==> src/rtl/scan_decoder.sv <==
// Registered one-hot decoder with enable and an auto-scan mode.
// Scan mode walks the select through every line, holding each for DWELL cycles.
module scan_decoder #(
  parameter int ADDR_WIDTH = 2,
  parameter int DWELL      = 1
) (
  input  logic                       clk,
  input  logic                       reset,
  input  logic                       enable,
  input  logic                       mode,
  input  logic                       load,
  input  logic [ADDR_WIDTH-1:0]      address,
  output logic [2**ADDR_WIDTH-1:0]   out,
  output logic [ADDR_WIDTH-1:0]      cur_addr,
  output logic                       wrap
);

  localparam int CW = (DWELL > 1) ? $clog2(DWELL) : 1;
  localparam logic [CW-1:0] DMAX = CW'(DWELL - 1);

  logic [CW-1:0]         dwell_cnt;
  logic                  active;

  logic [ADDR_WIDTH-1:0] addr_nx;
  logic [CW-1:0]         cnt_nx;
  logic                  wrap_nx;

  // next pointer / dwell count: direct load, scan load, advance or pause
  always_comb begin
    addr_nx = cur_addr;
    cnt_nx  = dwell_cnt;
    wrap_nx = 1'b0;
    if (!mode || load) begin
      addr_nx = address;
      cnt_nx  = '0;
    end else if (enable) begin
      if (dwell_cnt == DMAX) begin
        cnt_nx  = '0;
        addr_nx = cur_addr + 1'b1;
        wrap_nx = &cur_addr;
      end else begin
        cnt_nx = dwell_cnt + CW'(1);
      end
    end
  end

  // state registers, synchronous reset clears everything
  always_ff @(posedge clk) begin
    if (reset) begin
      cur_addr  <= '0;
      dwell_cnt <= '0;
      active    <= 1'b0;
      wrap      <= 1'b0;
    end else begin
      cur_addr  <= addr_nx;
      dwell_cnt <= cnt_nx;
      active    <= enable;
      wrap      <= wrap_nx;
    end
  end

  // one-hot select decoded purely from registered state
  always_comb begin
    out = '0;
    if (active) out[cur_addr] = 1'b1;
  end

endmodule

==> config.mk <==
export PLATFORM = sky130hd
export DESIGN_NAME = scan_decoder
export DESIGN_NICKNAME = d
export VERILOG_FILES = /design/src/rtl/scan_decoder.sv
export SDC_FILE = /design/constraint.sdc
export NUM_CORES = 1
export LEC_CHECK = 0
export BUFFER_PORTS_ARGS = -buffer_cell sky130_fd_sc_hd__buf_4
export CAP_MARGIN = 20
export CELL_PAD_IN_SITES_DETAIL_PLACEMENT = 1
export CELL_PAD_IN_SITES_GLOBAL_PLACEMENT = 2
export CORE_AREA = 2 2 39 41
export CTS_BUF_LIST = sky130_fd_sc_hd__clkbuf_8
export DETAILED_ROUTE_END_ITERATION = 6
export DIE_AREA = 0 0 41 43
export PLACE_DENSITY_LB_ADDON = 0.05
export SLEW_MARGIN = 20
export SYNTH_ARGS = -nofsm -noshare
export SYNTH_HDL_FRONTEND = slang
export SYNTH_SLANG_ARGS = --single-unit
==> constraint.sdc <==
create_clock -name clk -period 3.05 [get_ports clk]
set_input_delay 0.305 -clock clk [delete_from_list [all_inputs] [get_ports clk]]
set_output_delay 0.305 -clock clk [all_outputs]
set_load 0.005 [all_outputs]
======== Word level (Yosys, flattened, before mapping) ========
Index checks and enable logic that the tools add are counted.
W data, S select, Z words.
cells by class
  $add $sub $neg .......................... 2
  order comparisons ....................... 2
  equal/unequal tests ..................... 1
  mux-type cells .......................... 7
  bitwise logic cells ..................... 1
  reduce and logical (&&, ||, !) cells .... 8
operators with widths
  cell                   count
  $mux W2                3
  $mux W4                1
  $reduce_and A2 Y1      2
  $reduce_or A4 Y1       1
  $lt A2 B3 Y1 const B   1
  $add A2 B1 Y2 const B  1
  $demux W1 S2           1
  $ge A2 B1 Y1 const B   1
  $mux W1                2
  $ne A2 B1 Y1 const B   1
  $reduce_bool A2 Y1     1
  $reduce_or A2 Y1       1
  $add A1 B1 Y1 const B  1
  $logic_and A1 B1 Y1    1
  $logic_not A1 Y1       1
  $logic_or A1 B1 Y1     1
  $not A1 Y1             1
storage, ports and cells
  register bits ........................... 5
  input port bits ......................... 7
  output and inout bits ................... 7
  word-level logic and storage cells ...... 25

======== Logic depth before layout (Yosys ltp) ========
  depth after elaboration ................. 5
  gate-level depth with buffers ........... 4
  depth with buffers taken out ............ 4

======== Worst setup path before layout ========
Ideal clock, no wire load.
  path type ............................... reg-to-output
  start point ............................. register cur_addr[0]
  end point ............................... output port out[0]
  data arrival time ....................... 0.804 ns
  required time ........................... 2.745 ns
  setup slack ............................. 1.941 ns
  cell stages (with the launch flop) ...... 4
  buffers on the path ..................... 0
  cell sequence ........................... dfxtp_1 inv_1 ha_1 and2_1
on the way
  longest elaborated chain between the ends .. 5
  elaborated cells on any way between the ends .. 6
  those cells by class .................... order compare: 2; mux: 3; reduce/logical: 1
ends and longest elaborated chain
  item                                                                       RTL line  text
  start: declaration                                                         14        output logic [ADDR_WIDTH-1:0] cur_addr,
  start signal: assignment                                                   55        cur_addr <= addr_nx;
  $lt A2 B3 Y1 (implied by the code) / $ge A2 B1 Y1 (equally long branches)  65        if (active) out[cur_addr] = 1'b1;
  $logic_and A1 B1 Y1 (implied by the code)                                  65
  $mux W1 (implied by the code)                                              65
  $demux W1 S2 *                                                             65
  $mux W4 *                                                                  65
  end: declaration                                                           13        output logic [2**ADDR_WIDTH-1:0] out,
Every way passes the cells marked *; elsewhere a longest branch is shown, timed or not.

======== Worst setup path in the final report ========
Same ends and word-level chain as after synthesis.

==> summary.txt <==
Route
  • Vias: about 220
  • Metal3 WL: 63 um
  • WL per Instance: 9.091 um
  • Residual DRC: 0
  • Top sig layer: met3
  • Routed wire length: 500 um
  • First DRT Iteration DRCs: 3
  • Met2 wire length: 245 um
  • Pre-antenna DRT Iters: 2
  • Via density: roughly 4
  • DRT met1 WL: 191 um
  • ANT nets after route: 0

Critical path
  • CP Max Fanout: 5
  • CP peak stage delay: 0.42 ns
  • Critical setup path kind: reg -> out
  • Setup crit start kind: flip-flop
  • Arrival time at the worst endpoint: 1.20 ns
  • CP Capture Type: output pin
  • Critical-path top delay cell: dfxtp_1
  • Critical Path, Cell by Cell: inv_1, ha_1, and2_1, buf_4
  • Delay-heaviest family, CP: flip-flops
  • Buf/Inv on CP: 2
  • Critical path required time: between 2 and 3 ns

Power
  • PD cells: 489.3 nW/um2
  • Leakage: 0.0002011 uW
  • Worst vdd ir: 305.6 uV
  • Sw frac: 20.28%
  • Seq pwr share: 30.1%
  • Clock Power Share: 55.5%
  • Total Power: between 150 and 200 uW
  • Comb pwr share: 14.4%
  • P_sw: 39.86 uW
  • P_int: between 150 and 200 uW

Synth
  • Synth Instances: 23
  • Synth top area share: 32.99%
  • Number of distinct library cells after synthesis: 11
  • Synthesized area: 242.7 um2
  • Sequential cell area fraction in the yosys report: 32.99%
  • Synth Register Bits: 4
  • Yosys warns: 0
  • Leading area contributor after synthesis: dfxtp_1
  • Mapped Nets: 34
  • Syn Area/Cell: 10.55 um2
  • Synth area leaders: dfxtp_1, ha_1, a211oi_2

Global route
  • Global-route usage over all layers: 7.422%
  • GRT Residual Overflow: 0
  • Antenna violations before repair: 0
  • Vias in the first global route: between 200 and 250
  • Largest net degree at the start of global routing: 6
  • First-pass GRT wire length: 800 um

Cells and area
  • Leading cell types in the layout, fill and taps excluded: buf_4, and2_1, ha_1, dfxtp_1, clkbuf_8
  • Most common cell after layout, fill and taps aside: buf_4
  • Layout cells sized above 1: about half
  • Design area: roughly 400 um2
  • P&R area growth vs syn: 65.46%
  • Fin util: between 20% and 30%
  • ANT cells: 0
  • Nets@finish: 52

Floorplan
  • Row cnt: 14
  • I/O pins: 14
  • Starting density of the core: 17.54%
  • Die Area: approximately 1800 um2
  • Die Y: 43 um
  • CORE AREA: 1384 um2
  • Die X: 41 um

STA
  • Skew final: 0.001907 ns
  • Worst slew pin tran: between 0.2 and 0.25 ns
  • Unrepaired setup endpoints after global routing: no
  • Period utilization: about 49%
  • Slew HR: between 80% and 90%
  • Worst hold margin: 0.2809 ns
  • Setup TNS: 0 ns
  • # setup viols final: 0
  • Final Max Slew Viols: 0
  • Final worst path period need: 1.504 ns
  • Final Hold Vio Count: 0
  • F_max: around 660 MHz

Clock tree
  • Clock Pin Slew Worst Setup and Hold Paths: around 0.03 ns
  • Hold-fix buffers, CTS: 0
  • PostCTS Resize Cnt: 0
  • TritonCTS clock tree: done
  • H-tree depth: 1
  • Clock sink count: 4
  • Post-CTS Setup Inserts: 0
  • Root buffer cell: clkbuf_8
  • Clock buffers created by TritonCTS: 3
  • Worst-Skew Late Latency: 0.21 ns
  • Clk buf depth: 2

Place
  • Post-DP HPWL: 443.3 um
  • Placement Cell Area: 360.3 um2
  • Gpl congestion: approximately 0.65
  • IO Port Bufs: 13

Run
  • Max-cap violations: 0

Min path
  • Hold Crit Class: in -> reg

Outcome
  • Status: completed
==> cell type report <==
cell class / count / area, um2
fillers: 163 / 982.2
multi-input cells: 17 / 155.1
repair buffers: 13 / 97.59
flip-flops and latches: 4 / 80.08
clock buffers: 3 / 41.29
well taps: 16 / 20.02
inverters: 2 / 7.507
==> layer usage <==
layer	up-vias	GRT usage, %
li1	107	-
met1	97	7.372
met2	13	10.31
met3	0	7.853
met4	0	2.000
met5	-	0
==> Yosys cell counts, drive strengths merged <==
cell / n
inv: 2
dfxtp: 4
and3: 1
and2: 4
nor2: 2
a211oi: 2
mux2i: 1
ha: 4
xnor2: 1
nor2b: 2
==> cell families (layout without fill, tap and decap cells) <==
logic type	count (synthesis)	in the layout	share of synthesized area (%)
AND/OR/NAND/NOR	9	9	25.26
AO/OA/AOI/OAI	2	2	10.31
adder cells (fa/ha/maj)	4	4	20.62
buffers and inverters	2	18	3.094
flip-flops	4	4	32.99
multiplexers	1	1	4.124
XOR/XNOR	1	1	3.609
==> path summary, 6_finish.rpt <==
check                                  from          end  slack, ns  cells after the start
worst max-delay path            cur_addr[0]       out[0]       1.55                      4
worst min-delay path                  reset  cur_addr[1]       0.28                      2
worst max register to register  cur_addr[0]  cur_addr[1]       1.88                      4
worst min register to register  cur_addr[1]  cur_addr[1]       0.64                      2
==> through the flow <==
stage | std cells | worst slack, ns
floorplan | 23 | 1.941
global placement | 52 | 1.788
detailed placement | 52 | 1.750
CTS | 55 | 1.520
global route | 55 | 1.466
finish | 55 | 1.546
==> power by group through the flow <==
stage | Clock [uW] | Combinational [uW] | Sequential (uW)
after floorplan | 0 | 13.2 | 59.2
after global placement | 0 | 27.9 | 59.9
after detailed placement | 0 | 29.1 | 60.1
after CTS | 112 | 29.2 | 59.4
after global routing | 118 | 32.6 | 60.0
final | 109 | 28.4 | 59.1
==> state kept, by name, indices dropped and copies added, names as in the netlist <==
signal    cells
cur_addr      2
active        1
wrap          1
Power figures use the tool's default switching activity.
